### config.mk
export PLATFORM = sky130hd
export DESIGN_NAME = mac_layer_seq
export DESIGN_NICKNAME = d
export VERILOG_FILES = /design/src/rtl/mac_layer_seq.sv
export SDC_FILE = /design/constraint.sdc
export NUM_CORES = 1
export LEC_CHECK = 0
export BUFFER_PORTS_ARGS = -buffer_cell sky130_fd_sc_hd__buf_4
export CAP_MARGIN = 20
export CORE_UTILIZATION = 44
export CTS_CLUSTER_DIAMETER = 150
export DETAILED_ROUTE_END_ITERATION = 16
export PLACE_DENSITY = 0.76
export SETUP_SLACK_MARGIN = 0.15
export SLEW_MARGIN = 10
export SYNTH_ARGS = -nofsm -noshare
export SYNTH_HDL_FRONTEND = slang
export SYNTH_SLANG_ARGS = --single-unit
export TNS_END_PERCENT = 50
### constraint.sdc
create_clock -name clk -period 2 [get_ports clk]
set_input_delay 0.4 -clock clk [delete_from_list [all_inputs] [get_ports clk]]
set_output_delay 0.4 -clock clk [all_outputs]
set_load 0.005 [all_outputs]
### src/rtl/mac_layer_seq.sv
// mac_layer_seq: sequencer for one fully-connected SNN layer.
//
// For every output neuron the shared 8x8 signed MAC is cleared, then N_IN
// input/weight pairs are streamed into it from synchronous-read RAMs. The
// accumulator is then saturated to 8 bits and written to the output RAM.
// One done pulse marks the end of the layer.
//
// Ports:
//   clk, rst_n      clock, asynchronous active-low reset
//   start           begin a layer (only looked at in IDLE)
//   abort           synchronous abort, any state, wins over start
//   in_addr         input RAM read address (data valid next cycle)
//   wt_addr         weight RAM read address (data valid next cycle)
//   mac_clr_n       MAC clear, 0 clears the accumulator at the next edge
//   mac_zero        forces the MAC operands to 0
//   mac_acc/of/uf   MAC accumulator and overflow/underflow flags
//   out_we/addr/data output RAM write port
//   busy            high in every state except IDLE
//   done            one-cycle pulse at layer completion
//   state_dbg       current FSM state, for debug/checkers
//
// Handshake: start is a level sampled only while idle; the layer runs to
// completion (or abort) regardless of start. Each out_we pulse is a single
// complete write, there is no back-pressure from the output RAM.
module mac_layer_seq #(
   parameter int N_IN   = 784,
   parameter int N_OUT  = 32,
   parameter int IN_AW  = $clog2(N_IN),
   parameter int WT_AW  = $clog2(N_IN * N_OUT),
   parameter int OUT_AW = (N_OUT > 1) ? $clog2(N_OUT) : 1
) (
   input  logic              clk,
   input  logic              rst_n,
   input  logic              start,
   input  logic              abort,
   output logic [IN_AW-1:0]  in_addr,
   output logic [WT_AW-1:0]  wt_addr,
   output logic              mac_clr_n,
   output logic              mac_zero,
   input  logic [25:0]       mac_acc,
   input  logic              mac_of,
   input  logic              mac_uf,
   output logic              out_we,
   output logic [OUT_AW-1:0] out_addr,
   output logic [7:0]        out_data,
   output logic              busy,
   output logic              done,
   output logic [2:0]        state_dbg
);

   typedef enum logic [2:0] {
      S_IDLE  = 3'd0,
      S_CLR   = 3'd1,
      S_ACCUM = 3'd2,
      S_DRAIN = 3'd3,
      S_WRITE = 3'd4,
      S_DONE  = 3'd5
   } state_t;

   localparam logic [IN_AW-1:0]  IN_LAST  = IN_AW'(N_IN - 1);
   localparam logic [OUT_AW-1:0] OUT_LAST = OUT_AW'(N_OUT - 1);

   state_t              state, state_nxt;
   logic [IN_AW-1:0]    in_idx, in_idx_nxt;
   logic [OUT_AW-1:0]   out_idx, out_idx_nxt;
   logic [WT_AW-1:0]    wt_ptr, wt_ptr_nxt;
   logic                vld_d;
   logic [7:0]          sat_data;
   logic                unused_acc_bits;

   // ------------------------------------------------------------------
   // State and index registers
   // ------------------------------------------------------------------
   always_ff @(posedge clk or negedge rst_n) begin
      if (!rst_n) begin
         state   <= S_IDLE;
         in_idx  <= '0;
         out_idx <= '0;
         wt_ptr  <= '0;
         vld_d   <= 1'b0;
      end else begin
         state   <= state_nxt;
         in_idx  <= in_idx_nxt;
         out_idx <= out_idx_nxt;
         wt_ptr  <= wt_ptr_nxt;
         // RAM data appears one cycle after its address, so the operand
         // enable is the ACCUM state delayed by one cycle. This yields the
         // ACCUM cycles after the first plus DRAIN: exactly N_IN operands.
         vld_d   <= !abort && (state == S_ACCUM);
      end
   end

   // ------------------------------------------------------------------
   // Next-state logic
   // ------------------------------------------------------------------
   always_comb begin
      state_nxt   = state;
      in_idx_nxt  = in_idx;
      out_idx_nxt = out_idx;
      wt_ptr_nxt  = wt_ptr;

      if (abort) begin
         state_nxt   = S_IDLE;
         in_idx_nxt  = '0;
         out_idx_nxt = '0;
         wt_ptr_nxt  = '0;
      end else begin
         case (state)
            S_IDLE: begin
               if (start) begin
                  state_nxt   = S_CLR;
                  out_idx_nxt = '0;
                  wt_ptr_nxt  = '0;
               end
            end
            S_CLR: begin
               in_idx_nxt = '0;
               state_nxt  = S_ACCUM;
            end
            S_ACCUM: begin
               // The weight address is a running pointer that advances once
               // per fetched pair. Rows are contiguous, so it equals
               // out_idx*N_IN+in_idx without a multiplier.
               wt_ptr_nxt = wt_ptr + WT_AW'(1);
               if (in_idx == IN_LAST) begin
                  state_nxt = S_DRAIN;
               end else begin
                  in_idx_nxt = in_idx + IN_AW'(1);
               end
            end
            S_DRAIN: begin
               state_nxt = S_WRITE;
            end
            S_WRITE: begin
               if (out_idx == OUT_LAST) begin
                  state_nxt = S_DONE;
               end else begin
                  out_idx_nxt = out_idx + OUT_AW'(1);
                  state_nxt   = S_CLR;
               end
            end
            S_DONE: begin
               state_nxt = S_IDLE;
            end
            default: begin
               state_nxt = S_IDLE;
            end
         endcase
      end
   end

   // ------------------------------------------------------------------
   // Saturation: overflow has priority even though both flags together
   // cannot happen.
   // ------------------------------------------------------------------
   always_comb begin
      if (mac_of) begin
         sat_data = 8'h7F;
      end else if (mac_uf) begin
         sat_data = 8'h80;
      end else begin
         sat_data = mac_acc[17:10];
      end
   end

   assign unused_acc_bits = ^{mac_acc[25:18], mac_acc[9:0]};

   // ------------------------------------------------------------------
   // Outputs: decoded from registered state, so they all sit at their
   // reset values the moment rst_n falls. abort gates the two strobes
   // combinationally so nothing is written or signalled in its cycle.
   // ------------------------------------------------------------------
   assign in_addr   = in_idx;
   assign wt_addr   = wt_ptr;
   assign mac_clr_n = (state == S_ACCUM) || (state == S_DRAIN) || (state == S_WRITE);
   assign mac_zero  = !vld_d;
   assign out_we    = (state == S_WRITE) && !abort;
   assign out_addr  = out_idx;
   assign out_data  = (state == S_WRITE) ? sat_data : 8'h00;
   assign busy      = (state != S_IDLE);
   assign done      = (state == S_DONE) && !abort;
   assign state_dbg = state;

endmodule

# Word level (Yosys, flattened, before mapping)
# Cells that the tools add are included.
# totals
ff_bits,34
input_bits,32
output_inout_bits,46
elab_cells,53
# op_classes
addsub,3
eq_ne,11
mux,18
reduce_logical,16
# ops
op,n
15-bit 2-to-1 mux,2
15-bit case mux with 2 select lines,1
8-bit 2-to-1 mux,3
10-bit 2-to-1 mux,2
10-bit case mux with 2 select lines,1
"15-bit by 1-bit adder with 15-bit output, second input constant",1
5-bit 2-to-1 mux,3
3-bit case mux with 5 select lines,1
3-bit 2-to-1 mux,4
"3-bit != test, second input constant",4
3-bit nonzero test,4
"10-bit by 1-bit adder with 10-bit output, second input constant",1
"10-bit equality test, second input constant",1
5-bit case mux with 2 select lines,1
"3-bit by 2-bit equality test with 1-bit output, second input constant",2
"3-bit equality test, second input constant",2
2-bit AND reduction,3
"5-bit by 1-bit adder with 5-bit output, second input constant",1
"5-bit equality test, second input constant",1
"3-bit by 1-bit equality test with 1-bit output, second input constant",1
1-bit logical AND,3
3-bit logical NOT,1
3-bit AND reduction,1
1-bit logical NOT,2
1-bit logical OR,2

# Depth between registers and ports, before layout
# logic_depth
word_depth,4
mapped_depth,7

# Worst setup path after synthesis
# Ideal clock, no wire load.
# synth_path
path_kind,reg-to-reg
from,"reg state[2], in the netlist state_dbg[2]"
to,"reg in_idx[5], in the netlist in_addr[5]"
setup_time_ps,74
t_arrival_ps,1810
slack_ps,116
path_stages_with_launch,7
n_path_buf,2
period_less_slack_ps,1884
path_cell_list,dfrtp_1 buf_6 or4b_4 buf_6 or4_1 o31a_1 o21ai_2
# synth_via
elab_chain_len,3
# synth_rtl
element,line,rtl
start: declaration,63,"state_t state, state_nxt;"
start signal: assignment,82,state <= state_nxt;
3-bit by 2-bit equality test with 1-bit output or 3-bit by 1-bit equality test with 1-bit output (tied branches),108,case (state)
10-bit case mux with 2 select lines (tied with other cells),108,
10-bit 2-to-1 mux or 2-bit AND reduction (tied branches),--,
end signal: assignment,83,in_idx <= in_idx_nxt;
end: declaration,64,"logic [IN_AW-1:0] in_idx, in_idx_nxt;"
# Parallel ways exist; a longest one is shown, timed or not.
# A chain may end at the register's enable or synchronous reset.

# Worst setup path in the final report
# layout_path
from,"reg out_idx[0], in the netlist out_addr[0]"
to,"reg out_idx[0], in the netlist out_addr[0]"
# layout_via
elab_chain_len,4
# layout_rtl
element,line,rtl
start: declaration,65,"logic [OUT_AW-1:0] out_idx, out_idx_nxt;"
start signal: assignment,84,out_idx <= out_idx_nxt;
5-bit by 1-bit adder with 5-bit output,138,out_idx_nxt = out_idx + OUT_AW'(1);
5-bit 2-to-1 mux,135,if (out_idx == OUT_LAST) begin
5-bit case mux with 2 select lines,108,
5-bit 2-to-1 mux,102,if (abort) begin
# Parallel ways exist; a longest one is shown, timed or not. The select of a mux whose other input is x is not followed.

==> reports/qor.txt <==
largest net degree at the start of global routing -> 35
cell area power density -> 522 nW/um^2
wirelength, routed -> 5390 um
clock share of power -> 0.345
worst vdd ir -> 0.000270 V
Global Route Usage Sum -> 0.222
WL/cell -> 15.1 um
FP Rows -> 24
Distinct cells, synth -> 48
Max Cap Viol -> 0
layout cells sized above 1 -> 0.326
Synth Area in XOR/XNOR -> 0.00430
post-synth design cell area -> 2040 um^2
I/O pins -> 78
IO Port Bufs -> 59
Syn Inst Count -> 233
Final Skew -> 0.00309 ns
CTS clk-pin slew, worst paths -> 0.06 ns
# clock sinks -> 34
maximum clock frequency -> 0.534 GHz
Remaining Overflow, GRT -> 0
crit path max fanout -> 4
worst slew pin tran -> 0.428 ns
Starting Density -> 0.461
GP Congestion -> 0.816
CTS tree -> built
Tmin final -> 1.87 ns
crit path DAT -> 2.04 ns
Worst Hold Class -> in -> async
dpl cell area -> 2560 um^2
Adder-Cell Fraction of Synth Area -> 0.0246
RSZ-0062 raised after global routing -> true
sequential fraction of design power -> 0.493
FF-to-FF Start -> out_addr[0]
final setup fails -> 0
Worst R2R Path Depth -> 7
mux cell area share after synthesis -> 0.0547
Max Slew Vio Count -> 0
Clk Latency, worst-skew pair -> 0.28 ns
CTS max path bufs -> 2
simple-gate share of the synthesized area -> 0.291
Synth Register Bits -> 34
syn_nets -> 269
Ys Warns -> 0
outcome -> complete, no violations
DP Wirelength -> 3630 um
internal power -> 1.07 mW
H-tree depth -> 2
core area -> 4410 um^2
DIE WIDTH -> 70.0 um
Area Growth Syn to Fin -> 35.3%
Initial DRC Count -> 153
Die ar. -> 4900 um^2
switching power -> 373 uW
Pwr Total -> 1.44 mW
largest family of logic cells by synthesized area -> simple AND/OR/NAND/NOR gates
Vias -> 2079
first-pass GRT wire length -> 8760 um
sequential-to-total area share from yosys stat -> 0.418
Combinational Power Share -> 0.162
Crit. End Element -> flip-flop
most common cell after layout, fill and taps aside -> buf_4
Crit path required time -> 2.17 ns
placed cells -> 343
syn avg cell area -> 8.74 um^2
commonest cells after routing, fill and taps aside -> buf_4, dfrtp_1, a21oi_1, nor2_1, nand2_1
vias in the first global route -> 1863
cts bufs inserted -> 5
Post-DRT Antenna Nets -> 0
dpl ws -> 0.141 ns
Tcrit/Tclk final -> 0.937
CTS Hold Buffers Added -> 0
# nets final -> 341
hold slack -> 0.0528 ns
initial antenna violation count -> 0
Crit Path Category -> reg -> reg
first-pass iteration count of the detailed router -> 6
Hold Fails Final Rpt -> 0
Worst slew margin -> 0.712
die height -> 70.0 um
CP Launch Type -> flip-flop
r2r setup slk -> 0.13 ns
Post-Layout Cell Count -> 356
ant diodes -> 0
fin area -> 2750 um^2
fillers -> 379
net switching fraction of the power -> 0.259
clock tree root buffer cell -> clkbuf_8
Vias/cell -> 5.84
fin worst setup slack -> 0.126 ns
Util after Layout -> 0.624
post-synthesis compound-gate area fraction -> 0.161
LEAKAGE -> 1.29 nW
# DRC -> 0
setup TNS -> 0 ns
Reg2Reg Capture Point -> out_addr[0]
how the worst max path moves through the flow:
stage               slack [ns]    startpoint  cells past startpoint     endpoint
floorplan                 0.20   out_addr[0]                      7  out_addr[0]
global placement          0.19   out_addr[0]                      7  out_addr[0]
detailed placement        0.14   out_addr[0]                      7  out_addr[0]
CTS                       0.09  state_dbg[0]                      3  out_data[5]
global route              0.03   out_addr[1]                      7  out_addr[0]
finish                    0.13   out_addr[0]                      7  out_addr[0]
worst max-delay path, stage by stage, from the launching register on:
cell and delay, ns:
dfrtp_1 0.40, ha_1 0.24, and3_1 0.19, ha_1 0.21, nor2b_2 0.14, o21ai_1 0.09
and2_1 0.21, mux2_2 0.27
Yosys cell counts, drive strengths merged:
cell	n	area, um^2
mux2i	10	100
o221ai	1	8.76
o31ai	4	30.0
and4	3	26.3
nand3b	1	7.51
and2	2	12.5
nor4bb	2	20.0
nor4b	2	17.5
a32o	1	10.0
o211a	1	10.0
a31o	1	8.76
nor4	3	18.8
or4b	1	13.8
nand3	13	65.1
o21a	1	7.51
o2bb2ai	1	8.76
or4	5	37.5
and3	5	31.3
ha	4	50.1
o31a	1	8.76
mux2	1	11.3
a21o	2	15.0
inv	9	33.8
a21oi	21	105
o21ai	13	68.8
nand2	21	78.8
o211ai	1	7.51
nand2b	4	25.0
a22o	1	8.76
nand4	3	18.8
xnor2	1	8.76
or2	2	12.5
or3	10	62.6
buf	4	31.3
nor2	22	82.6
or3b	1	8.76
dfrtp	34	851
clkbuf	8	30.0
nor2b	2	12.5
a211oi	4	30.0
nor3b	2	15.0
nor3	5	25.0
final cells by class:
| class | count | area (um^2) | share of cell area |
|---|---|---|---|
| clock buffers | 6 | 82.6 | 0.0300 |
| inverters | 9 | 33.8 | 0.0123 |
| multi-input cells | 179 | 1150 | 0.416 |
| flip-flops and latches | 34 | 855 | 0.310 |
| well taps | 52 | 65.1 | 0.0236 |
| repair buffers | 76 | 572 | 0.208 |
state kept, by name, summed over array words and instances, names as in the netlist:
signal and count:
in_addr 10, out_addr 5, state_dbg 3, vld_d 1, wt_addr 15
cell families after synthesis:
logic type	after synthesis
XOR/XNOR	1
buffers and inverters	21
multiplexers	11
AO/OA/AOI/OAI	53
adder cells (fa/ha/maj)	4
AND/OR/NAND/NOR	109
flip-flops	34
power groups by stage:
stage                     logic (mW)  registers [mW]  clock network (mW)
after global routing           0.256           0.710               0.544
after CTS                      0.216           0.709               0.511
after detailed placement       0.213           0.719                   0
final                          0.233           0.709               0.496
after global placement         0.209           0.719                   0
after floorplan                0.114           0.718                   0
routing by layer:
metal | part of all wire | track usage | vias up
met5 | 0 | 0 | -
met4 | 0.020 | 0.0844 | 0
met3 | 0.047 | 0.0447 | 10
met2 | 0.50 | 0.358 | 67
met1 | 0.44 | 0.296 | 1005
li1 | - | - | 997
timing repair:
item	in CTS	in global routing
gates cloned	1	1
endpoints found under the setup margin	11	20
buffers inserted	1	4
resized for setup	3	12
pin swaps	0	2
Power figures use the tool's default switching activity.
